<file path="src/rtl/vga_sync_gen_if.sv">
// Raster timing bundle from vga_sync_gen to the pixel stage.
// master drives the timing outputs. slave consumes them. No flow control: the pixel stage must keep up.
interface vga_sync_gen_if;
    logic        pixel_tick;
    logic        vga_hsync;
    logic        vga_vsync;
    logic [9:0]  pixel_x;
    logic [9:0]  pixel_y;
    logic        pixel_valid;
    logic        frame_start;
    logic [15:0] frame_count;

    modport master (
        output pixel_tick, vga_hsync, vga_vsync, pixel_x, pixel_y,
               pixel_valid, frame_start, frame_count
    );
    modport slave (
        input  pixel_tick, vga_hsync, vga_vsync, pixel_x, pixel_y,
               pixel_valid, frame_start, frame_count
    );
endinterface

</file>
<file path="src/rtl/vga_sync_gen.sv">
// VGA raster timing generator: sync pins, pixel coordinates, active-video qualifier and frame strobe.
// Latency: outputs are registered from the next-state counters and change together on tick edges.
// Backpressure: none; free-running. VGA_SYNC_FRAME_COUNT_EN enables the frame counter.
module vga_sync_gen #(
    parameter int CLK_DIV  = 2,
    parameter int H_ACTIVE = 640,
    parameter int H_FRONT  = 16,
    parameter int H_SYNC   = 96,
    parameter int H_BACK   = 48,
    parameter int V_ACTIVE = 480,
    parameter int V_FRONT  = 10,
    parameter int V_SYNC   = 2,
    parameter int V_BACK   = 33
) (
    input  logic           clock,
    input  logic           reset,
    vga_sync_gen_if.master vga
);
    localparam int H_TOTAL = H_ACTIVE + H_FRONT + H_SYNC + H_BACK;
    localparam int V_TOTAL = V_ACTIVE + V_FRONT + V_SYNC + V_BACK;
    localparam int DIV_W   = (CLK_DIV > 1) ? $clog2(CLK_DIV) : 1;

    localparam logic [DIV_W-1:0] DIV_LAST = DIV_W'(CLK_DIV - 1);
    localparam logic [9:0] H_LAST = 10'(H_TOTAL - 1);
    localparam logic [9:0] V_LAST = 10'(V_TOTAL - 1);
    localparam logic [9:0] H_ACT  = 10'(H_ACTIVE);
    localparam logic [9:0] V_ACT  = 10'(V_ACTIVE);
    localparam logic [9:0] HS_LO  = 10'(H_ACTIVE + H_FRONT);
    localparam logic [9:0] HS_HI  = 10'(H_ACTIVE + H_FRONT + H_SYNC);
    localparam logic [9:0] VS_LO  = 10'(V_ACTIVE + V_FRONT);
    localparam logic [9:0] VS_HI  = 10'(V_ACTIVE + V_FRONT + V_SYNC);

    logic [DIV_W-1:0] div_q, div_d;
    logic [9:0]       h_q, h_d, v_q, v_d;
    logic [9:0]       pixel_x_q, pixel_x_d, pixel_y_q, pixel_y_d;
    logic             tick;
    logic             pixel_tick_q, pixel_tick_d;
    logic             hsync_q, hsync_d, vsync_q, vsync_d;
    logic             pixel_valid_q, pixel_valid_d;
    logic             frame_start_q, frame_start_d;

    always_comb begin
        tick          = (div_q == DIV_LAST);
        div_d         = tick ? '0 : div_q + DIV_W'(1);
        h_d           = h_q;
        v_d           = v_q;
        pixel_x_d     = pixel_x_q;
        pixel_y_d     = pixel_y_q;
        hsync_d       = hsync_q;
        vsync_d       = vsync_q;
        pixel_valid_d = pixel_valid_q;
        pixel_tick_d  = tick;
        frame_start_d = 1'b0;
        if (tick) begin
            if (h_q == H_LAST) begin
                h_d = '0;
                v_d = (v_q == V_LAST) ? '0 : v_q + 10'd1;
            end else begin
                h_d = h_q + 10'd1;
            end
            // Output registers mirror the counters only on tick edges, so they
            // hold their reset values until the first pixel after reset.
            pixel_x_d     = h_d;
            pixel_y_d     = v_d;
            hsync_d       = !((h_d >= HS_LO) && (h_d < HS_HI));
            vsync_d       = !((v_d >= VS_LO) && (v_d < VS_HI));
            pixel_valid_d = (h_d < H_ACT) && (v_d < V_ACT);
            frame_start_d = (h_d == '0) && (v_d == '0);
        end
    end

    always_ff @(posedge clock or negedge reset) begin
        if (!reset) begin
            div_q         <= '0;
            h_q           <= H_LAST;
            v_q           <= V_LAST;
            pixel_x_q     <= '0;
            pixel_y_q     <= '0;
            pixel_tick_q  <= 1'b0;
            hsync_q       <= 1'b1;
            vsync_q       <= 1'b1;
            pixel_valid_q <= 1'b0;
            frame_start_q <= 1'b0;
        end else begin
            div_q         <= div_d;
            h_q           <= h_d;
            v_q           <= v_d;
            pixel_x_q     <= pixel_x_d;
            pixel_y_q     <= pixel_y_d;
            pixel_tick_q  <= pixel_tick_d;
            hsync_q       <= hsync_d;
            vsync_q       <= vsync_d;
            pixel_valid_q <= pixel_valid_d;
            frame_start_q <= frame_start_d;
        end
    end

`ifdef VGA_SYNC_FRAME_COUNT_EN
    logic [15:0] frame_count_q, frame_count_d;

    always_comb begin
        frame_count_d = frame_count_q;
        if (frame_start_d) frame_count_d = frame_count_q + 16'd1;
    end

    always_ff @(posedge clock or negedge reset) begin
        if (!reset) frame_count_q <= '0;
        else        frame_count_q <= frame_count_d;
    end

    assign vga.frame_count = frame_count_q;
`else
    assign vga.frame_count = '0;
`endif

    assign vga.pixel_tick  = pixel_tick_q;
    assign vga.vga_hsync   = hsync_q;
    assign vga.vga_vsync   = vsync_q;
    assign vga.pixel_x     = pixel_x_q;
    assign vga.pixel_y     = pixel_y_q;
    assign vga.pixel_valid = pixel_valid_q;
    assign vga.frame_start = frame_start_q;
endmodule

</file>
<file path="src/flat_wrapper.sv">
// flat-port wrapper written by rule: the top's interface ports become plain ports
module vga_sync_gen_flat 
#(
    parameter int CLK_DIV  = 2,
    parameter int H_ACTIVE = 640,
    parameter int H_FRONT  = 16,
    parameter int H_SYNC   = 96,
    parameter int H_BACK   = 48,
    parameter int V_ACTIVE = 480,
    parameter int V_FRONT  = 10,
    parameter int V_SYNC   = 2,
    parameter int V_BACK   = 33
)
  (clock, reset, vga_pixel_tick, vga_vga_hsync, vga_vga_vsync, vga_pixel_x, vga_pixel_y, vga_pixel_valid, vga_frame_start, vga_frame_count);
  vga_sync_gen_if vga_i ();
  input  logic clock;
  input  logic reset;
  output wire logic [$bits(vga_i.pixel_tick)-1:0] vga_pixel_tick;
  output wire logic [$bits(vga_i.vga_hsync)-1:0] vga_vga_hsync;
  output wire logic [$bits(vga_i.vga_vsync)-1:0] vga_vga_vsync;
  output wire logic [$bits(vga_i.pixel_x)-1:0] vga_pixel_x;
  output wire logic [$bits(vga_i.pixel_y)-1:0] vga_pixel_y;
  output wire logic [$bits(vga_i.pixel_valid)-1:0] vga_pixel_valid;
  output wire logic [$bits(vga_i.frame_start)-1:0] vga_frame_start;
  output wire logic [$bits(vga_i.frame_count)-1:0] vga_frame_count;
  assign vga_pixel_tick = vga_i.pixel_tick;
  assign vga_vga_hsync = vga_i.vga_hsync;
  assign vga_vga_vsync = vga_i.vga_vsync;
  assign vga_pixel_x = vga_i.pixel_x;
  assign vga_pixel_y = vga_i.pixel_y;
  assign vga_pixel_valid = vga_i.pixel_valid;
  assign vga_frame_start = vga_i.frame_start;
  assign vga_frame_count = vga_i.frame_count;
  vga_sync_gen #(.CLK_DIV(CLK_DIV), .H_ACTIVE(H_ACTIVE), .H_FRONT(H_FRONT), .H_SYNC(H_SYNC), .H_BACK(H_BACK), .V_ACTIVE(V_ACTIVE), .V_FRONT(V_FRONT), .V_SYNC(V_SYNC), .V_BACK(V_BACK)) u_core (.clock(clock), .reset(reset), .vga(vga_i));
endmodule
</file>
<file path="config.mk">
export PLATFORM = sky130hd
export DESIGN_NAME = vga_sync_gen_flat
export DESIGN_NICKNAME = d
export VERILOG_FILES = /design/src/rtl/vga_sync_gen_if.sv /design/src/rtl/vga_sync_gen.sv /design/src/flat_wrapper.sv
export SDC_FILE = /design/constraint.sdc
export NUM_CORES = 1
export LEC_CHECK = 0
export ABC_AREA = 1
export CAP_MARGIN = 25
export CORE_ASPECT_RATIO = 0.8
export CORE_UTILIZATION = 48
export CTS_CLUSTER_SIZE = 16
export DETAILED_ROUTE_END_ITERATION = 8
export PLACE_DENSITY = 0.77
export SYNTH_ARGS = -nofsm -noshare
export SYNTH_HDL_FRONTEND = slang
export SYNTH_SLANG_ARGS = --single-unit
</file>
<file path="constraint.sdc">
create_clock -name clock -period 1.7 [get_ports clock]
set_input_delay 0.34 -clock clock [delete_from_list [all_inputs] [get_ports clock]]
set_output_delay 0.34 -clock clock [all_outputs]
set_load 0.01 [all_outputs]
</file>
; Yosys cells after proc, flatten, opt, wreduce, memory -nomap -nowiden
; Index checks and enable logic that the tools add are counted.
[op_classes]
add_sub_neg = 3
mul = 0
n_div = 0
order_cmp = 6
eq_ne = 2
shift = 0
mux = 7
bitwise = 0
n_reduce_logical = 8
[ops]
columns = cell, n
row1 = two-way mux 10 bit, 5
row2 = "adder 10 x 1 -> 10 bit, second input constant", 2
row3 = "== test 10 bit, second input constant", 2
row4 = zero test 10 bit, 2
row5 = "less-than comparator 10 bit, second input constant", 2
row6 = "less-than comparator 10 x 9 -> 1 bit, second input constant", 2
row7 = ">= comparator 10 bit, second input constant", 1
row8 = ">= comparator 10 x 9 -> 1 bit, second input constant", 1
row9 = logical AND 1 bit, 4
row10 = zero test 1 bit, 2
row11 = two-way mux 1 bit, 2
row12 = "adder 1 bit, second input constant", 1
[word_totals]
reg_bits = 46
latchBits = 0
mem_bits_rw = 0
mem_bits_ro = 0
inputBits = 2
output_inout_bits = 41
elab_cells = 36
mem_count = 0

; Depth between registers and ports, before layout
[logic_depth]
depth_word = 7
mapped_depth = 13
ltp_nobuf = 13

; Least setup slack after synthesis
; Ideal clock, no wire load.
[synth_path]
kind = reg-to-reg
startpoint = register u_core.h_q[0]
endpoint = register u_core.pixel_valid_q, in the netlist u_core.vga.pixel_valid
setup_time_ns = 0.117
t_arrival_ns = 1.665
required_time_ns = 1.583
setup_slack_ns = -0.082
path_stages_with_launch = 12
path_buffers = 0
period_less_slack_ns = 1.782
cell_sequence = dfstp_2 > ha_1 > nand2_1 > nor2_2 > nand3_2 > nor2_4 > nand3_2 > and2_4 > nor2_2 > nand2_1 > nand3_1 > nand2_1
[synth_between]
elab_chain_cells = 5
word_cells_on_any_way = 9
cone_classes = 1 x add/sub / 2 x order compare / 1 x eq/ne / 4 x mux / 1 x reduce/logical
[synth_rtl]
columns = item, line
row1 = from (decl), vga_sync_gen.sv:34  ; logic [9:0] h_q, h_d, v_q, v_d;
row2 = from (signal assigned), vga_sync_gen.sv:75  ; h_q <= H_LAST;
row3 = from (signal assigned), vga_sync_gen.sv:86  ; h_q <= h_d;
row4 = adder 10 x 1 -> 10 bit or == test 10 bit (tied branches), "vga_sync_gen.sv:59, vga_sync_gen.sv:55"
row5 = two-way mux 10 bit, vga_sync_gen.sv:55  ; if (h_q == H_LAST) begin
row6 = two-way mux 10 bit, vga_sync_gen.sv:54  ; if (tick) begin
row7 = less-than comparator 10 bit or less-than comparator 10 x 9 -> 1 bit (tied branches), vga_sync_gen.sv:67  ; pixel_valid_d = (h_d < H_ACT) && (v_d < V_ACT);
row8 = logical AND 1 bit *, vga_sync_gen.sv:67
row9 = to (signal assigned), vga_sync_gen.sv:93  ; pixel_valid_q <= pixel_valid_d;
row10 = to (decl), vga_sync_gen.sv:39  ; logic pixel_valid_q, pixel_valid_d;
; Every way passes the cells marked *; elsewhere a longest branch is shown, timed or not. The select of a mux whose other input is x is not followed.
; A chain may end at the register's enable or synchronous reset.

; Final worst setup path
[layout_path]
startpoint = register u_core.h_q[0]
endpoint = register u_core.frame_start_q, in the netlist u_core.vga.frame_start
[layout_between]
elab_chain_cells = 6
word_cells_on_any_way = 10
cone_classes = 1 x add/sub / 1 x eq/ne / 5 x mux / 3 x reduce/logical
[layout_rtl]
columns = item, line
row1 = adder 10 x 1 -> 10 bit or == test 10 bit (tied branches), "vga_sync_gen.sv:59, vga_sync_gen.sv:55"
row2 = two-way mux 10 bit, vga_sync_gen.sv:55
row3 = two-way mux 10 bit, vga_sync_gen.sv:54
row4 = zero test 10 bit, vga_sync_gen.sv:68  ; frame_start_d = (h_d == '0) && (v_d == '0);
row5 = logical AND 1 bit *, vga_sync_gen.sv:68
row6 = two-way mux 1 bit *, vga_sync_gen.sv:54
row7 = via u_core.frame_start_d, vga_sync_gen.sv:40  ; logic frame_start_q, frame_start_d;
row8 = to (signal assigned), vga_sync_gen.sv:94  ; frame_start_q <= frame_start_d;
row9 = to (decl), vga_sync_gen.sv:40
; Mark *: on every way through the listed nets, which the timed path passes. The rest lies on a longest branch. The select of a mux whose other input is x is not followed.

==> reports/results.ini <==
[outcome]
status=complete, but fails checks
violations=setup timing

[power]
leakagePower_nw=1.64
powerDensity_mw_per_mm2=498
worst_ir_drop_vdd_mv=0.553

[clock_tree]
clock_tree.buffer_depth=2
cts-root-buf=clkbuf_8
clkLatencyLatePin_ns=0.30
clk_pin_slew_ns=0.09
clock-sinks=36
cts-htree-levels=2
numCtsBuffers=5
cts_tree=yes

[critical_path]
criticalPathCategory=reg2reg
cpMaxStageDelayCell=dfstp_2
crit_path_end=u_core.vga.frame_start
worstPathArrival_ns=2.29
crit_cells=10
start_kind=register
critPathTopFamily=simple AND/OR/NAND/NOR gates
cp.required_ns=1.94
r2r-end=u_core.vga.frame_start
worstPathMaxFanout=6
r2r_setup_slack_ns=-0.36
crit_path_max_incr_delay_ns=0.56
path_cells=ha_4, buf_4, nand4_1, nor2_4, a21oi_2, nor2_2, nand2_1, nor2_1, nand3_1, nor2_1
cp-end-kind=register
worstSetupStartpoint=u_core.h_q[0]
reg2reg_from=u_core.h_q[0]
path_buf_inv=1
r2r_cells=10
critical_path.most_common_cell=nor2_1

[routing]
drtPass1Iterations=5
post-route-drc-count=0
vias=2529
antenna_left=0
drt_wl_total_um=6700
drt_iter0_drc=385
viasPerCell=5.39
wl_per_cell_um=14.3

[floorplan]
coreArea_mm2=0.00471
floorplan.initialDensity_pct=51.0
die_x_um=81.1
die_area_mm2=0.00529
dieHeight_um=65.2
row_count=22
ios=43

[grt]
gr-total-overflow=0
grt_max_degree=37
grt_pass1_vias=2031
grt_use_total_pct=25.0
antenna_found_initial=0
grt_pass1_wl_um=9850

[logic_synthesis]
synth_seq_cells=36
ys.flop_type=dfrtp_1
ys_async_sr_fraction_pct=100
yosysWarningCount=0
netlist_instances=341
syn_area_per_cell_um2=7.04
netlist_area_mm2=0.00240
synth_edf_count=0
ys_seq_area_share_pct=38.2
synth.distinct_cells=27

[timing]
hold-worst-slack_ns=0.428
setup_violations=16
fin_skew_ns=0.0140
post-route-period-util_pct=121
rsz0062_at_grt=yes
finalHoldViolCount=0
report.final.slew_viol_count=0
max_freq_mhz=486
period_needed_ns=2.06
setup_ws_ns=-0.357

[job]
maxCapViolCount=0

[layout]
drive_gt1_share_pct=36.2
post-route-util_pct=71.3
num_antenna_cells=0
nNetsFinal=414
area_growth_pct=39.8
stdcell_count=469
fin_area_mm2=0.00336

[placed_design]
dpl_worst_slack_ns=-0.192
globalplace.congestion=0.966
placed_cells=444
portBuffers=26
placed_area_mm2=0.00284
place_hpwl_um=4230

[hold_path]
hp-class=in2async

[placed cells by master, fill, tap and decap left out, types with 2 or more instances in the layout]
cell type,synthesis,routed
o21ai_1,0,7
nand2_1,97,77
nand3_1,28,18
nand4_1,9,9
nor2_4,2,8
nand3_2,3,12
clkbuf_8,1,5
buf_6,1,7
dfstp_2,12,12
nor2_2,7,8
a21oi_2,1,4
nand2_4,0,3
o21ai_0,21,10
nand2_2,3,20
nor2_1,49,42
dlymetal6s2s_1,0,2
dlygate4sd2_1,0,2
nand4_4,0,2
buf_4,26,43
dfrtp_2,0,5
inv_2,0,2
inv_1,35,32
ha_1,4,2
conb_1,1,16
o21ai_2,0,4
clkdlybuf4s50_1,0,22
dfrtp_1,24,19
xor2_2,0,2
[layer usage]
layer,GRT usage [%],part of all wire [%]
met1,39.0,46
met2,34.6,43
met3,4.86,8.7
met4,6.70,1.7
met5,0,0
[flip-flops by register name, indices dropped and copies added (netlist names)]
signal,count
u_core.vga.pixel_valid,1
u_core.vga.pixel_x,10
u_core.vga.vga_vsync,1
u_core.vga.pixel_tick,1
u_core.div_q,1
u_core.vga.vga_hsync,1
u_core.v_q,3
u_core.h_q,7
u_core.vga.frame_start,1
u_core.vga.pixel_y,10
[kinds of logic after synthesis]
| logic type | share of synthesized area, % |
|---|---|
| buffers and inverters | 15.6 |
| DFF | 38.2 |
| xor gates and xnor gates | 0.730 |
| other | 0.156 |
| AOI/OAI and AO/OA | 5.58 |
| and+or+nand+nor | 37.6 |
| adders and majority gates | 2.09 |
[power breakdown]
group | internal (mW) | total (mW) | switching (mW)
clock network | 0.434 | 0.773 | 0.339
registers | 0.857 | 0.857 | 0
logic | 0.00676 | 0.0400 | 0.0332
total | 1.30 | 1.67 | 0.372
[worst min-delay path by stage]
stage | to | slack [ns]
2_1_floorplan | u_core.div_q | 0.04
3_3_place_gp | u_core.vga.pixel_x[2] | 0.46
3_5_place_dp | u_core.vga.pixel_x[3] | 0.47
4_1_cts | u_core.vga.frame_start | 0.44
5_1_grt | u_core.vga.pixel_x[9] | 0.45
6_report | u_core.vga.pixel_x[1] | 0.43
[metrics by stage]
| stage | TNS [ns] | power (mW) |
|---|---|---|
| 2_1_floorplan | -0.00173 | 0.916 |
| 3_3_place_gp | -0.694 | 0.913 |
| 3_5_place_dp | -1.11 | 0.913 |
| 4_1_cts | -1.52 | 1.68 |
| 5_1_grt | -3.35 | 1.73 |
| 6_report | -1.61 | 1.67 |
[area by class of cell]
cell class,instances,area (um2)
fillers,328,1350
clock buffers,5,68.8
inverters,36,138
clock inverters,3,42.5
flip-flops and latches,36,922
repair buffers,78,689
multi-input cells,251,1420
well taps,60,75.1
[synth_stat cells (2+ instances only)]
cell type / instances / area [um2]
a21oi_1: 4 / 20.0
buf_4: 26 / 195
clkbuf_1: 3 / 11.3
dfrtp_1: 24 / 601
dfstp_2: 12 / 315
ha_1: 4 / 50.1
inv_1: 35 / 131
nand2_1: 97 / 364
nand2_2: 3 / 18.8
nand3_1: 28 / 140
nand3_2: 3 / 30.0
nand4_1: 9 / 56.3
nand4_2: 2 / 25.0
nor2_1: 49 / 184
nor2_2: 7 / 43.8
nor2_4: 2 / 22.5
nor3_1: 2 / 10.0
o21ai_0: 21 / 105
xor2_1: 2 / 17.5
[what timing repair did]
item / CTS / global route
setup endpoints to repair: 21 / 32
gates resized for setup: 19 / 73
buffers inserted: 10 / 9
hold buffers: 0 / 0
gates cloned: 0 / 0
pin swaps: 14 / 29
(Power assumes the default switching activity.)
